===== src/rtl/maze_mem_pkg.sv =====
// Shared constants for the maze cell memory path: address width, starvation limit, arbiter states.
package maze_mem_pkg;

  localparam int unsigned ADDR_W     = 8;
  localparam int unsigned STARVE_MAX = 4;

  typedef enum logic {
    SHARED = 1'b0,
    LOCKED = 1'b1
  } arb_state_e;

endpackage


===== src/rtl/maze_starve_counter.sv =====
// Saturating count of consecutive cycles the host was denied; at_max is registered.
module maze_starve_counter #(
  parameter int unsigned MAX = 4
) (
  input  logic clk,
  input  logic rst,
  input  logic inc,
  input  logic clr,
  output logic at_max
);

  localparam int unsigned CNT_W = (MAX < 1) ? 1 : $clog2(MAX + 1);

  logic [CNT_W-1:0] cnt;
  logic [CNT_W-1:0] cnt_next;

  // Clear wins over increment; the count holds once it reaches MAX.
  always_comb begin
    cnt_next = cnt;
    if (clr) begin
      cnt_next = '0;
    end else if (inc && (cnt != CNT_W'(MAX))) begin
      cnt_next = cnt + CNT_W'(1);
    end
  end

  always_ff @(posedge clk) begin
    if (rst) begin
      cnt    <= '0;
      at_max <= 1'b0;
    end else begin
      cnt    <= cnt_next;
      at_max <= (cnt_next == CNT_W'(MAX));
    end
  end

endmodule


===== src/rtl/maze_mem_arbiter.sv =====
// Arbitrates the single-port maze cell memory between the solver and the host,
// with host starvation protection and an exclusive host lock for load bursts.
module maze_mem_arbiter
  import maze_mem_pkg::*;
#(
  parameter int unsigned ADDR_W     = maze_mem_pkg::ADDR_W,
  parameter int unsigned STARVE_MAX = maze_mem_pkg::STARVE_MAX
) (
  input  logic              clk,
  input  logic              rst,
  input  logic              s_req,
  input  logic              s_we,
  input  logic [ADDR_W-1:0] s_addr,
  input  logic              s_wdata,
  output logic              s_gnt,
  output logic              s_rvalid,
  output logic              s_rdata,
  input  logic              h_req,
  input  logic              h_we,
  input  logic [ADDR_W-1:0] h_addr,
  input  logic              h_wdata,
  input  logic              h_lock,
  output logic              h_gnt,
  output logic              h_rvalid,
  output logic              h_rdata,
  output logic              m_en,
  output logic              m_we,
  output logic [ADDR_W-1:0] m_addr,
  output logic              m_wdata,
  input  logic              m_rdata,
  output logic              locked
);

  arb_state_e state;
  arb_state_e state_next;
  logic       s_win;
  logic       h_win;
  logic       cnt_inc;
  logic       cnt_clr;
  logic       at_max;
  logic       s_pend;
  logic       h_pend;

  always_ff @(posedge clk) begin
    if (rst) begin
      state <= SHARED;
    end else begin
      state <= state_next;
    end
  end

  // Grant decision and next state; grants are forced low while in reset.
  always_comb begin
    state_next = state;
    s_win      = 1'b0;
    h_win      = 1'b0;
    case (state)
      SHARED: begin
        if (h_req && (!s_req || at_max)) begin
          h_win = 1'b1;
        end else if (s_req) begin
          s_win = 1'b1;
        end
        if (h_win && h_lock) begin
          state_next = LOCKED;
        end
      end
      LOCKED: begin
        h_win = h_req;
        if (!h_lock && !h_req) begin
          state_next = SHARED;
        end
      end
      default: state_next = SHARED;
    endcase
    if (rst) begin
      s_win = 1'b0;
      h_win = 1'b0;
    end
  end

  // Count only cycles where the host asked and the solver won in shared mode.
  assign cnt_inc = (state == SHARED) && s_win && h_req;
  assign cnt_clr = !h_req || h_win || (state == LOCKED);

  maze_starve_counter #(
    .MAX (STARVE_MAX)
  ) u_starve (
    .clk    (clk),
    .rst    (rst),
    .inc    (cnt_inc),
    .clr    (cnt_clr),
    .at_max (at_max)
  );

  assign s_gnt   = s_win;
  assign h_gnt   = h_win;
  assign m_en    = s_win | h_win;
  assign m_we    = s_win ? s_we    : (h_win ? h_we    : 1'b0);
  assign m_addr  = s_win ? s_addr  : (h_win ? h_addr  : '0);
  assign m_wdata = s_win ? s_wdata : (h_win ? h_wdata : 1'b0);

  // Read tags remember who owns the data returning next cycle.
  always_ff @(posedge clk) begin
    if (rst) begin
      s_pend <= 1'b0;
      h_pend <= 1'b0;
      locked <= 1'b0;
    end else begin
      s_pend <= s_win && !s_we;
      h_pend <= h_win && !h_we;
      locked <= (state_next == LOCKED);
    end
  end

  // A reset arriving while a read is in flight drops its return.
  assign s_rvalid = s_pend & ~rst;
  assign h_rvalid = h_pend & ~rst;
  assign s_rdata  = s_rvalid & m_rdata;
  assign h_rdata  = h_rvalid & m_rdata;

endmodule

===== config.mk =====
export PLATFORM = sky130hd
export DESIGN_NAME = maze_mem_arbiter
export DESIGN_NICKNAME = d
export VERILOG_FILES = /design/src/rtl/maze_mem_pkg.sv /design/src/rtl/maze_starve_counter.sv /design/src/rtl/maze_mem_arbiter.sv
export SDC_FILE = /design/constraint.sdc
export NUM_CORES = 1
export LEC_CHECK = 0
export CORE_AREA = 2 2 44 46
export CTS_CLUSTER_SIZE = 40
export DETAILED_ROUTE_END_ITERATION = 10
export DIE_AREA = 0 0 46 48
export PLACE_DENSITY = 0.75
export RECOVER_POWER = 100
export SLEW_MARGIN = 25
export SYNTH_ARGS = -nofsm -noshare
export SYNTH_HDL_FRONTEND = slang
export SYNTH_SLANG_ARGS = --single-unit

===== constraint.sdc =====
create_clock -name clk -period 1.7 [get_ports clk]
set_clock_uncertainty 0.1 [all_clocks]
set_input_delay 0.17 -clock clk [delete_from_list [all_inputs] [get_ports clk]]
set_output_delay 0.17 -clock clk [all_outputs]
set_load 0.02 [all_outputs]

# ---- After elaboration in Yosys (flattened, before gate mapping)
# Cells that the tools add are included.
# W data, S select, Z words.
dict set report word_totals {
  regBits 7
  elab_cells 50
  out_inout_bits 18
}
dict set report op_classes {
  addsub 1
  n_eq_ne 2
  bitwise 7
  reduce_logical 16
  muxes 19
}
# op count
set op_table {}
lappend op_table {{$mux W8} 2}
lappend op_table {{$mux W1} 13}
lappend op_table {{$logic_and A1 B1 Y1} 8}
lappend op_table {{$mux W3} 2}
lappend op_table {{$logic_not A1 Y1} 5}
lappend op_table {{$and A1 B1 Y1} 4}
lappend op_table {{$pmux W1 S2} 2}
lappend op_table {{$add A3 B1 Y3 const B} 1}
lappend op_table {{$eq A3 B3 Y1 const B} 1}
lappend op_table {{$logic_or A1 B1 Y1} 3}
lappend op_table {{$ne A3 B3 Y1 const B} 1}
lappend op_table {{$not A1 Y1} 2}
lappend op_table {{$or A1 B1 Y1} 1}

# ---- Longest topological paths before layout
# Gate-level depths: netlist of run 1.
dict set report logic_depth {
  ltp_word 12
  depth_mapped 5
  ltp_nobuf 5
}

# ---- Modules after synthesis
# Synthesis of run 1 repeated with hierarchy kept, for this count alone.
dict set report hier_totals {
  cells_unflattened 51
  area_unflattened_um2 529.3
}
# mod instances seq_area_each_um2 area_each_um2 cells_each
set modules_own_cells {}
lappend modules_own_cells {maze_mem_arbiter 1 60.1 320.3 32}
lappend modules_own_cells {maze_starve_counter 1 80.1 209.0 19}

# ---- Least setup slack after synthesis of run 1
# No wires, ideal clock.
dict set report synth_timing {
  path_kind {register -> output}
  from {register locked (netlist name)}
  to {output port m_addr[0]}
  path_stages_with_launch 5
  arrival_time_ns 1.193
  path_slack_ns 0.237
  n_path_buf 1
  cell_sequence {dfxtp_1 > nor2_1 > and3_4 > buf_6 > a22o_1}
}
# item line_no
set synth_lines {}
lappend synth_lines {{end, declared} maze_mem_arbiter.sv:28} ;# output logic [ADDR_W-1:0] m_addr,

==> results by group, run 1 <==
Final layout
  • Fin area: 998.5 um2
  • Area Growth Syn to Fin: 104.1%
  • Non-Filler Instances: 127
  • Number of diodes: 0
  • Final core occ: 59.11%
  • Filler cell count: 159
  • Final net count: 139
  • Layout cell share with drive strength beyond 1: 29.09%

STA
  • Actual slew at the worst max-slew pin: 0.2568 ns
  • Tcrit/Tclk final: 97.53%
  • Setup ws final: 0.04195 ns
  • Slew Viols, Final: 0
  • Tmin final: 1.658 ns
  • Slew HR: 82.95%
  • Fmax: 603.1 MHz
  • Final Setup Violations: 0
  • Hold_ws: 0.3169 ns
  • Final hold vios: 0

Synth
  • Top cells by area, synth: dfxtp_1 (29%), a22o_1 (16%), ha_1 (5.1%)
  • Top post-synthesis cells by count: a22o_1 (9), dfxtp_1 (7), a21oi_1 (4), nor2_1 (4), nor2b_1 (4)
  • Share of the synthesized area in the top cell type: 28.64%
  • #FFs+latches synth: 7
  • Sequential fraction of the synthesis area: 28.64%
  • Main flop type after synthesis: dfxtp_1
  • Synth Warn #: 0
  • Most common cell in the netlist: a22o_1
  • Syn Area/Cell: 8.895 um2
  • Asr flop ratio synth: 0%
  • Number of flops mapped to enable cells by yosys: 0
  • Syn Nets: 83
  • Unique masters post-synth: 23
  • Synthesized cell area: 489.2 um2
  • Cells after Synth: 55
  • Yosys top cell by area: dfxtp_1

Drt
  • DRC viols: 0
  • Routed length per instance: 13.49 um
  • Post-DRT Antenna Nets: 0
  • DRT iter0 DRCs: 5
  • Vias after detailed routing: 652
  • DR vias/cell: 5.134
  • Drt pass-1 iters: 2
  • Drt total wl: 1713 um

Pwr
  • LEAKAGE: 0.4466 nW
  • Gate power share: 38.1%
  • Switch share: 29.04%
  • P_sw: 0.1521 mW
  • Reg power frac: 32.7%
  • P_int: 0.3717 mW
  • Maximum vdd drop: 0.2964 mV
  • P per Cell Area: 524.6 mW/mm2
  • Clock network power share: 29.1%

Worst setup path
  • Critical path peak fanout: 6
  • Crit-path max cell delay: 0.38 ns
  • Reg2Reg Depth: 5
  • CP Capture Type: output pin
  • Arr. time, crit path: 1.39 ns
  • CP startpoint kind: flop
  • FF-to-FF setup slack: 0.26 ns
  • WS Path Type: flop to output pin
  • R2R Path Start: u_starve.cnt[0]
  • Critical-path top delay cell: dfxtp_4
  • Worst Path Required: 1.43 ns
  • RR Endpoint: u_starve.at_max
  • Worst path cell trace: nor2_4, buf_4, and3_4, a22o_2, buf_6

Placed design
  • Buffers on Ports: 43
  • Placer Congestion: 0.6477
  • Worst slack, placed: -0.4566 ns
  • Dpl cells: 118
  • Post-DP Area: 955.9 um2
  • Post-DP HPWL: 1229 um

GRT
  • Largest net degree at the start of global routing: 14
  • Met2 GRT Util: 28.61%
  • Gr usage total: 15.46%
  • Vias in the first global route: 642
  • Met1 Usage GRT: 16.78%
  • First-pass GRT wire length: 2442 um
  • Met3 Usage GRT: 5.660%
  • GR Overflow Total: 0
  • Grt peak-use layer: met2
  • Initial antenna violation count: 0

Clock tree
  • H-tree depth: 1
  • TritonCTS Buffers: 3
  • Clk pin slew, worst setup/hold paths: 0.06 ns
  • CTS Hold Bufs: 0
  • Clock sink total: 7
  • Insertion delay to the later sink of the worst-skew pair: 0.25 ns
  • Max Root-Sink Buffers: 2
  • Root Driver: clkbuf_4
  • CTS tree: built

Hold path
  • Hold endpoint: locked
  • Hold path startpoint: rst
  • Hold Path Depth: 3
  • HP Class: primary input to flop

Floorplanning
  • Core ar.: 0.001689 mm2
  • Die area: 0.002208 mm2
  • Ports: 44
  • Die X: 46 um
  • Initial Util: 28.96%
  • Die height: 48 um
  • Cell Rows: 15

Run status
  • Outcome: finished clean

Job
  • Max-Cap Viols: 0
==> worst max path at each step <==
| stage | start | end | slack, ns | depth (start not counted) |
|---|---|---|---|---|
| finish | locked | m_wdata | 0.04 | 5 |
| global placement | s_req | m_en | -0.44 | 5 |
| global route | locked | m_wdata | -0.003 | 5 |
| detailed placement | s_req | m_en | -0.46 | 5 |
| CTS | h_req | m_en | -0.02 | 5 |
| floorplan | locked | m_addr[0] | 0.24 | 4 |
==> routing by layer <==
metal	up-vias	part of all wire, %
met4	0	0.35
met2	34	54
met5	-	0
met3	2	6.8
met1	298	39
li1	318	-
==> through the flow <==
stage	setup TNS [ns]	power, mW
6_report	0	0.5238
3_3_place_gp	-5.339	0.3709
5_1_grt	-0.002851	0.5552
2_1_floorplan	0	0.2559
3_5_place_dp	-5.753	0.3735
4_1_cts	-0.02161	0.5119
==> cell usage in the layout (no fill, tap or decap), drive strengths merged <==
cell,netlist,final
or2,1,1
inv,3,3
o211a,1,2
ha,2,2
clkdlybuf4s50,0,25
nand3b,1,1
a21oi,4,4
nor2b,4,4
nand4b,1,1
buf,2,19
a22o,10,10
nand2,3,3
and2,2,2
or2b,1,1
dfxtp,7,7
nor2,4,4
nand2b,1,1
xnor2,1,1
a32oi,1,1
a211oi,1,1
clkbuf,0,5
and3,1,2
dlygate4sd2,0,5
nand3,2,2
dlymetal6s2s,0,1
o21ai,2,2
==> power by group through the flow <==
| stage | combinational, mW | clock [mW] | sequential (mW) |
|---|---|---|---|
| floorplan | 0.0800 | 0 | 0.176 |
| global placement | 0.196 | 0 | 0.175 |
| detailed placement | 0.198 | 0 | 0.175 |
| CTS | 0.184 | 0.157 | 0.171 |
| global route | 0.213 | 0.171 | 0.172 |
| finish | 0.200 | 0.152 | 0.171 |
==> state kept, by name, indices dropped and copies added, names as in the netlist <==
signal	count
locked	1
s_pend	1
u_starve.cnt	3
h_pend	1
u_starve.at_max	1
==> layout make-up <==
class / instances / area, um2 / share of cell area (%)
Clock buffer: 4 / 26.28 / 2.632
Inverter: 3 / 11.26 / 1.128
Multi-Input combinational cell: 45 / 354.1 / 35.46
Sequential cell: 7 / 145.1 / 14.54
Tap cell: 17 / 21.27 / 2.130
Timing Repair Buffer: 51 / 440.4 / 44.11
==> logic make-up (layout without fill, tap and decap cells) <==
| group | count (synthesis) | count (layout) | synth area share (%) |
|---|---|---|---|
| xor+xnor | 1 | 1 | 1.791 |
| simple gates | 21 | 22 | 26.34 |
| compound gates | 19 | 20 | 31.20 |
| fa+ha+maj | 2 | 2 | 5.114 |
| buf+inv | 5 | 58 | 6.905 |
| flops | 7 | 7 | 28.64 |
==> critical path, delay by kind of cell (launching register included) <==
family | cells | cell delay [ns]
AOI/OAI and AO/OA | 1 | 0.26
DFF | 1 | 0.38
and+or+nand+nor | 2 | 0.24
buffers and inverters | 2 | 0.26
==> repair_timing <==
item                                   4_1_cts  5_1_grt
gates cloned                                 1        1
pin swaps                                    0        1
buffers inserted                             1        2
resized for setup                           54       13
endpoints found under the hold margin        0        0
setup endpoints to repair                   17        6
No activity file was read; power rests on OpenSTA's default activity.
==> run 2, diff against run 1 <==
--- a/config.mk
+++ b/config.mk
@@ -5,13 +5,14 @@
 export SDC_FILE = /design/constraint.sdc
 export NUM_CORES = 1
 export LEC_CHECK = 0
-export CORE_AREA = 2 2 44 46
+export CORE_AREA = 2 2 45 47
 export CTS_CLUSTER_SIZE = 40
 export DETAILED_ROUTE_END_ITERATION = 10
-export DIE_AREA = 0 0 46 48
-export PLACE_DENSITY = 0.75
+export DIE_AREA = 0 0 47 49
+export PLACE_DENSITY = 0.74
 export RECOVER_POWER = 100
 export SLEW_MARGIN = 25
 export SYNTH_ARGS = -nofsm -noshare
 export SYNTH_HDL_FRONTEND = slang
+export SYNTH_HIERARCHICAL = 1
 export SYNTH_SLANG_ARGS = --single-unit
==> run 2 against run 1 <==
  * The flow now finishes with violations (negative setup slack)
  * Power rose by 7.0%
  * Sequential share of layout area fell by 2.2 points
  * Via count fell by 7.2%
  * Non-clock buffer count did not move
  * Fmax fell by 7.1%
  * Combinational power rose by 19%
  * Clock power barely moved
  * Die area rose by 4.3%
  * Synthesized cell count fell by 7.3%
==> results by group, run 2 <==
GRT
  • First-pass GRT wire length: 2615 um (+7.1%)
  • Initial antenna violation count: 0 (unchanged)
  • GR Overflow Total: 0 (unchanged)
  • Largest net degree at the start of global routing: 15 (+1)
  • Vias in the first global route: 630 (-1.9%)
  • Gr usage total: 15.75% (+0.29 points)

Placed design
  • Placer Congestion: 0.6627 (+2.3%)
  • Dpl cells: 123 (+4.2%)
  • Post-DP HPWL: 1194 um (-2.9%)
  • Buffers on Ports: 43 (unchanged)
  • Worst slack, placed: -0.5351 ns (-0.07856 ns)

Clock tree
  • Root Driver: clkbuf_4
  • Clk pin slew, worst setup/hold paths: 0.06 ns (about the same)
  • CTS Hold Bufs: 0 (unchanged)
  • CTS tree: built
  • Insertion delay to the later sink of the worst-skew pair: 0.25 ns (about the same)
  • Max Root-Sink Buffers: 2 (unchanged)
  • TritonCTS Buffers: 3 (unchanged)
  • Clock sink total: 7 (unchanged)
  • H-tree depth: 1 (unchanged)

STA
  • Final hold vios: 0 (unchanged)
  • Setup ws final: -0.08513 ns (-0.1271 ns)
  • Fmax: 560.2 MHz (-7.1%)
  • Tmin final: 1.785 ns (+0.1271 ns)
  • Tcrit/Tclk final: 105.0% (+7.5 points)
  • Slew HR: 81.00% (-2.0 points)
  • Slew Viols, Final: 0 (unchanged)
  • Unrepaired setup endpoints after global routing: true
  • Actual slew at the worst max-slew pin: 0.2850 ns (+0.02819 ns)
  • Final Setup Violations: 13 (+13)

Job
  • Max-Cap Viols: 0 (unchanged)

Final layout
  • Most common cell after layout, fill and taps aside: clkdlybuf4s50_1
  • Area of the multi-input gates: 395.4 um2 (+12%)
  • Number of diodes: 0 (unchanged)
  • Most frequent cells in the layout: clkdlybuf4s50_1 (23), buf_6 (13), dlygate4sd2_1 (7)
  • Register area: 142.6 um2 (-1.7%)
  • Final net count: 133 (-4.3%)
  • Non-Filler Instances: 131 (+3.1%)
  • Area Growth Syn to Fin: 117.7%
  • Max reg flops: 3 (unchanged)
  • Biggest register: u_starve/cnt
  • Filler cell count: 167 (+5.0%)
  • Final core occ: 62.57% (+3.5 points)
  • Layout cell share with drive strength beyond 1: 40.38% (+11 points)

Floorplanning
  • Die X: 47 um (+2.2%)
  • Initial Util: 28.74% (-0.23 points)
  • Cell Rows: 16 (+1)
  • Die area: 0.002303 mm2 (+4.3%)
  • Die height: 49 um (+2.1%)
  • Ports: 44 (unchanged)
  • Core ar.: 0.001842 mm2 (+9.0%)

Run status
  • Outcome: finished with violations
  • Failing checks: negative setup slack

Drt
  • DRC viols: 0 (unchanged)
  • DRT iter0 DRCs: 5 (unchanged)
  • Post-DRT Antenna Nets: 0 (unchanged)
  • Vias after detailed routing: 605 (-7.2%)
  • Drt total wl: 1645 um (-4.0%)
  • Drt pass-1 iters: 3 (+1)
  • Routed length per instance: 12.56 um (-6.9%)
  • DR vias/cell: 4.618 (-10%)

Synth
  • Syn Area/Cell: 10.38 um2 (+17%)
  • Top cells by area, synth: dfxtp_1 (26%), a22o_2 (15%), ha_1 (4.7%)
  • Number of flops mapped to enable cells by yosys: 0 (unchanged)
  • Sequential fraction of the synthesis area: 26.48% (-2.2 points)
  • Yosys top cell by area: dfxtp_1
  • Cells after Synth: 51 (-7.3%)
  • Synth Warn #: 6 (+6)
  • Asr flop ratio synth: 0% (unchanged)
  • #FFs+latches synth: 7 (unchanged)
  • Most common cell in the netlist: a22o_2
  • Syn Nets: 79 (-4.8%)
  • Main flop type after synthesis: dfxtp_1
  • Share of the synthesized area in the top cell type: 26.48% (-2.2 points)
  • Top post-synthesis cells by count: a22o_2 (8), dfxtp_1 (7)
  • Unique masters post-synth: 27 (+17%)
  • Synthesized cell area: 529.3 um2 (+8.2%)

Worst setup path
  • Worst Path Required: 1.79 ns (+0.36 ns)
  • Crit-path max cell delay: 0.32 ns (-0.06 ns)
  • Sum of buffers and inverters on the critical path: 1 (-1)
  • Arr. time, crit path: 1.88 ns (+0.49 ns)
  • Critical-path top delay cell: dfxtp_2
  • CP Capture Type: flop
  • CP startpoint kind: flop
  • Worst path cell trace: nand2b_4, a211oi_4, buf_6, and2_4, a21boi_4, nor3b_2, o21a_1
  • Worst path top cell family by delay: compound AO/OA/AOI/OAI gates
  • WS Path Type: flop to flop
  • Critical path peak fanout: 6 (unchanged)

Pwr
  • LEAKAGE: 0.5125 nW (+15%)
  • Maximum vdd drop: 0.3101 mV (+4.6%)
  • P per Cell Area: 486.2 mW/mm2 (-7.3%)

Hold path
  • HP Class: primary input to flop
## run 2: per-layer routing
layer | vias up | global-route usage (%) | wire (um)
li1 | 299 | - | -
met1 | 271 | 17.57 | 599
met2 | 35 | 23.52 | 831
met3 | 0 | 10.37 | 214
met4 | 0 | 5.556 | 0
met5 | - | 0 | 0
## run 2: cell type report
cell class	count	area share, %
Timing Repair Buffer	51	47.12
Multi-Input combinational cell	39	34.31
Sequential cell	7	12.38
Tap cell	27	2.932
Clock buffer	4	2.280
Inverter	3	0.9772
## run 2: path summary, 6_finish.rpt
| kind | start | endpoint | slack [ns] | depth (start not counted) |
|---|---|---|---|---|
| max reg2reg | locked | u_starve/at_max | -0.09 | 7 |
| min | h_req | locked | 0.34 | 3 |
| max | locked | u_starve/at_max | -0.09 | 7 |
| min reg2reg | u_starve/cnt[1] | u_starve/cnt[1] | 0.46 | 2 |
## run 2: cell families after synthesis
kind of cell	count (synthesis)	share of synthesized area, %
adders and majority gates	2	4.727
muxes	1	1.891
buffers and inverters	5	6.855
xor gates and xnor gates	1	1.655
AOI/OAI and AO/OA	17	31.92
DFF	7	26.48
and+or+nand+nor	18	26.48
## run 2: where the power goes
group / internal (mW) / leakage (nW) / switching [mW] / total, mW
Clock: 0.0897 / 0.0150 / 0.0635 / 0.153
Combinational: 0.146 / 0.440 / 0.0915 / 0.238
Sequential: 0.168 / 0.0577 / 0.00163 / 0.169
## run 2: repair_timing
| action | CTS | global route |
|---|---|---|
| endpoints found under the hold margin | 0 | 0 |
| setup buffers | 2 | 1 |
| gates cloned | 1 | 1 |
| resized for setup | 65 | 21 |
| pin swaps | 3 | 6 |
| endpoints found under the setup margin | 21 | 16 |
## run 2: stage by stage
step	total power, mW	hold slack [ns]	instance area, um2	TNS (ns)
after floorplan	0.2622	0.1317	548.0	-0.01606
after global placement	0.3824	0.4588	1030	-8.365
after detailed placement	0.3835	0.4596	1030	-8.605
after CTS	0.5408	0.3283	1056	-0.5341
after global routing	0.5964	0.3669	1152	-1.558
final	0.5603	0.3391	1152	-0.7869
## run 2: worst reg2reg max path, delay by kind of cell, from the launching register on
kind / cells / cell delay, ns
flip-flops: 1 / 0.32
AO/OA/AOI/OAI: 3 / 0.63
buffers and inverters: 1 / 0.17
AND/OR/NAND/NOR: 3 / 0.49
==> RTL edit 1 (settings of run 1) <==
Change the package constant `ADDR_W` from 8 to 9.
--- a/src/rtl/maze_mem_pkg.sv
+++ b/src/rtl/maze_mem_pkg.sv
@@ -1,7 +1,7 @@
 // Shared constants for the maze cell memory path: address width, starvation limit, arbiter states.
 package maze_mem_pkg;
 
-  localparam int unsigned ADDR_W     = 8;
+  localparam int unsigned ADDR_W     = 9;
   localparam int unsigned STARVE_MAX = 4;
 
   typedef enum logic {
Ports: changed (resized h_addr, m_addr and s_addr); port bits go from 44 to 47. The function was not compared with the original's and may differ.
==> RTL edit 1 against run 1 <==
  * First-iteration DRC count fell by 20%
  * Wire length down 2.9%
  * Worst setup slack better by 0.014 ns
  * Register-to-register slack gained 0.03 ns
  * Cell area increased by 1.0%
  * Hold slack worse by 0.014 ns
  * Sequential cell count stayed put
  * Area after synthesis is the same
  * Total power decreased by 0.35%
  * Critical endpoint is now h_rvalid
  * Largest cell class unchanged
  * Largest power group unchanged
==> RTL edit 1: results (changes against run 1) <==
synth-compound-area-share_pct: 31.2  # about the same
synthAdderAreaFrac_pct: 5.12  # unchanged
place.detailed.hpwl_um: 1320  # was 1230 um
track_usage_pct: 16.7  # was 15.5%
ir_worst_vdd_v: 0.000334  # was 0.000296 V
p_leak_nw: 0.458  # was 0.447 nW
outcome: "complete, no violations"  # unchanged
dp_cells: 122  # was 118
nets: 144  # was 139
synth_top_cells_by_count: "a22o_1 (11), dfxtp_1 (7), a21oi_1 (4), nor2_1 (4)"  # was a22o_1 (9), dfxtp_1 (7), a21oi_1 (4), nor2_1 (4), nor2b_1 (4)
cp_data_arrival_time_ns: 1.37  # was 1.39 ns
async_flop_share_pct: 0  # unchanged
postCtsSetupBuffers: 3  # was 1
synthTopCellsByArea: "dfxtp_1 (29%), a22o_1 (20%), ha_1 (5.1%)"  # was dfxtp_1 (29%), a22o_1 (16%), ha_1 (5.1%)
grt_pass1_vias: 702  # was 642
routedWlPerCell_um: 12.8  # was 13.5 um
vias_per_cell: 5.01  # was 5.13
finalWeightedCongestion: 0.691  # was 0.648
initialDrtViolationCount: 4  # was 5
syn-num-nets: 87  # was 83
slew_headroom_pct: 82.6  # was 83.0%
crit_fanout: 3  # was 6
drive_gt1_share_pct: 28.3  # was 29.1%
slowest_stage: "clkdlybuf4s50_1"  # was dfxtp_4
syn-instance-count: 57  # was 55
grt_first_pass_wirelength_um: 2570  # was 2440 um
grt_max_degree: 8  # was 14
clk_pin_slew_worst_paths_ns: 0.04  # was 0.06 ns
-- RTL edit 1: cell count changes in the layout (fill, tap and decap cells not counted), moves of 2 or more --
cell and delta:
and2_1 +2, and2_0 -2, nor2b_1 -2, a22o_1 +2, and2b_1 +2, clkbuf_2 +7
clkdlybuf4s50_1 +2, buf_2 -4
-- RTL edit 1: where the power goes --
group | total, mW | internal [mW] | switching [mW]
Sequential | 0.172 | 0.168 | 0.00411
Clock | 0.148 | 0.0894 | 0.0581
Combinational | 0.203 | 0.117 | 0.0859
-- RTL edit 1: cell type report --
class	count	area, um^2
Clock buffer	4	26.3
Fill cell	160	681
Inverter	3	11.3
Multi-Input combinational cell	45	348
Sequential cell	7	145
Tap cell	17	21.3
Timing Repair Buffer	54	457
-- RTL edit 1: layer usage --
layer  up-vias  track usage (%)  wire [um]
met3         4             7.17        163
met1       286             13.9        615
met2        36             33.9        865
met5         -                0          0
li1        325                -          -
met4         0             6.86         19
-- RTL edit 1: final timing paths --
path	from	end	slack, ns
worst min register to register	u_starve.cnt[1]$_SDFF_PP0_	u_starve.cnt[1]$_SDFF_PP0_	0.43
worst max register to register	u_starve.cnt[0]$_SDFF_PP0_	u_starve.at_max$_SDFF_PP0_	0.29
worst min-delay path	rst	locked$_SDFF_PP0_	0.30
worst max-delay path	rst	h_rvalid	0.06
-- RTL edit 1: worst max-delay path, delay by kind of cell --
family        cells  cell delay [ns]
buf+inv           3             1.01
simple gates      1             0.20
-- RTL edit 1: metrics by stage --
step	setup slack (ns)	hold WS, ns	setup TNS [ns]
finish	0.0557	0.302	0
floorplan	0.162	0.139	0
detailed placement	-0.541	0.429	-7.73
global route	0.000376	0.300	0
global placement	-0.513	0.404	-7.37
CTS	-0.0401	0.275	-0.0401
==> RTL edit 2 (settings of run 1) <==
Without the edit above. Make the reset (`rst`) asynchronous in 3 clocked blocks.
--- a/src/rtl/maze_starve_counter.sv
+++ b/src/rtl/maze_starve_counter.sv
@@ -24,7 +24,7 @@
     end
   end
 
-  always_ff @(posedge clk) begin
+  always_ff @(posedge clk or posedge rst) begin
     if (rst) begin
       cnt    <= '0;
       at_max <= 1'b0;
--- a/src/rtl/maze_mem_arbiter.sv
+++ b/src/rtl/maze_mem_arbiter.sv
@@ -41,7 +41,7 @@
   logic       s_pend;
   logic       h_pend;
 
-  always_ff @(posedge clk) begin
+  always_ff @(posedge clk or posedge rst) begin
     if (rst) begin
       state <= SHARED;
     end else begin
@@ -101,7 +101,7 @@
   assign m_wdata = s_win ? s_wdata : (h_win ? h_wdata : 1'b0);
 
   // Read tags remember who owns the data returning next cycle.
-  always_ff @(posedge clk) begin
+  always_ff @(posedge clk or posedge rst) begin
     if (rst) begin
       s_pend <= 1'b0;
       h_pend <= 1'b0;
Formal check against the unedited RTL: differs if rst is asserted again (counterexample within 4 cycles, from zero or initial values and one cycle with rst high); with rst held inactive, the same outputs for 10 cycles.
==> RTL edit 2 against run 1 <==
  * The flow now finishes with violations (negative setup slack)
  * Sequential cell count unchanged
  * Clock power is essentially flat
  * Wire length shrank 1.4%
  * Die area stayed put
  * Cell area up 16%
  * Worst setup slack worse by 0.10 ns
  * Combinational power grew 33%
  * Total power increased by 14%
  * Global-route usage grew 1.4 points
  * Area after synthesis grew 12%
  * Critical path type unchanged
  * Critical endpoint is now m_addr[2]
  * Highest routed layer unchanged
==> RTL edit 2: results (changes against run 1) <==
finalWeightedCongestion: 0.798  # was 0.648
p_switching_mw: 0.181  # was 0.152 mW
root_buffer: "clkbuf_4"  # unchanged
rr_worst_depth: 6  # was 5
numCtsBuffers: 3  # unchanged
slowest_stage: "dfrtp_1"  # was dfxtp_4
largest_register_ffs: 3  # unchanged
cp_top_family: "compound AO/OA/AOI/OAI gates"  # was flip-flops
post-place-ws_ns: -0.556  # was -0.457 ns
drive_gt1_share_pct: 35.7  # was 29.1%
nets: 144  # was 139
whs_ns: 0.157  # was 0.317 ns
synth.distinct_cells: 24  # was 23
cp-endpoint: "m_addr[2]"  # was m_wdata
postCtsSetupBuffers: 0  # was 1
grt_first_pass_wirelength_um: 2610  # was 2440 um
vias_per_cell: 4.98  # was 5.13
dpl-instance-area_mm2: 0.00112  # was 956 um^2
synthTopCellsByArea: "dfrtp_1 (32%), a22o_1 (18%), nor2b_1 (5.7%)"  # was dfxtp_1 (29%), a22o_1 (16%), ha_1 (5.1%)
finalSetupTns_ns: -0.519  # was 0 ns
yosys_warnings: 0  # unchanged
internal_power_mw: 0.418  # was 0.372 mW
setup_viol: 11  # was 0
violations: "negative setup slack"
cts_buffer_depth: 2  # unchanged
track_usage_pct: 16.9  # was 15.5%
cts-resized-gates: 61  # was 54
drt_wl_total_um: 1690  # was 1710 um
r2r_start: "u_starve.cnt[0]$_DFF_PP0_"  # was u_starve.cnt[0]$_SDFF_PP0_
area_growth_pct: 112  # was 104%
tightest_slew_ns: 0.410  # was 0.257 ns
cts_max_level: 1  # unchanged
ir_worst_vdd_v: 0.000371  # was 0.000296 V
r2r-end: "u_starve.at_max$_DFF_PP0_"  # was u_starve.at_max$_SDFF_PP0_
grt_pass1_vias: 601  # was 642
cp_data_arrival_time_ns: 1.49  # was 1.39 ns
ys_seq_area_share_pct: 32.1  # was 28.6%
p_leak_nw: 0.556  # was 0.447 nW
synth_flop_cell: "dfrtp_1"  # was dfxtp_1
fin_cells: 132  # was 127
r2r_slack_ns: 0.14  # was 0.26 ns
async_flop_share_pct: 100  # was 0%
hold_path.class: "input port to async pin"  # was input port to register
initialDrtViolationCount: 2  # was 5
startpoint: "u_starve.at_max$_DFF_PP0_"  # was locked$_SDFF_PP0_
diodes: 0  # unchanged
synth_top_cells_by_count: "a22o_1 (11), dfrtp_1 (7), nor2b_1 (5)"  # was a22o_1 (9), dfxtp_1 (7), a21oi_1 (4), nor2_1 (4), nor2b_1 (4)
outcome: "complete, but fails checks"  # was complete, no violations
portBuffers: 43  # unchanged
crit_fanout: 12  # was 6
place.detailed.hpwl_um: 1370  # was 1230 um
fillCellCount: 143  # was 159
clkPwrFrac_pct: 25.3  # was 29.1%
powerSeq_mw: 0.181  # was 0.171 mW
dr.pass1.iters: 4  # was 2
setup_ws_ns: -0.0597  # was 0.0420 ns
synth.avg_cell_area_um2: 9.92  # was 8.89 um^2
RTL edit 2: changes by cell type after synthesis, sizes merged, moves of 2 or more:
cell	run 1	this run
dfrtp	0	7
nand4	0	2
mux2i	0	2
nand3	2	0
dfxtp	7	0
a21oi	4	1
nor2b	4	6
RTL edit 2: logic make-up after synthesis:
family / count (synthesis) / share of synthesized area, %
adders and majority gates: 2 / 4.59
AOI/OAI and AO/OA: 18 / 28.9
xor gates and xnor gates: 1 / 1.61
DFF: 7 / 32.1
muxes: 2 / 3.67
and+or+nand+nor: 20 / 25.2
buffers and inverters: 5 / 3.90
RTL edit 2: metal layers:
layer	wire (um)	vias up	GRT usage [%]
met4	12	0	8.57
met3	98	2	4.15
met2	878	23	28.9
met1	700	310	19.5
met5	0	-	0
li1	-	322	-
RTL edit 2: final cells by class:
type                    instances  share of cell area, %
clock buffers                   4                   2.27
inverters                       3                  0.972
flip-flops and latches          7                   15.2
multi-input cells              43                   32.5
repair buffers                 58                   47.2
well taps                      17                   1.84
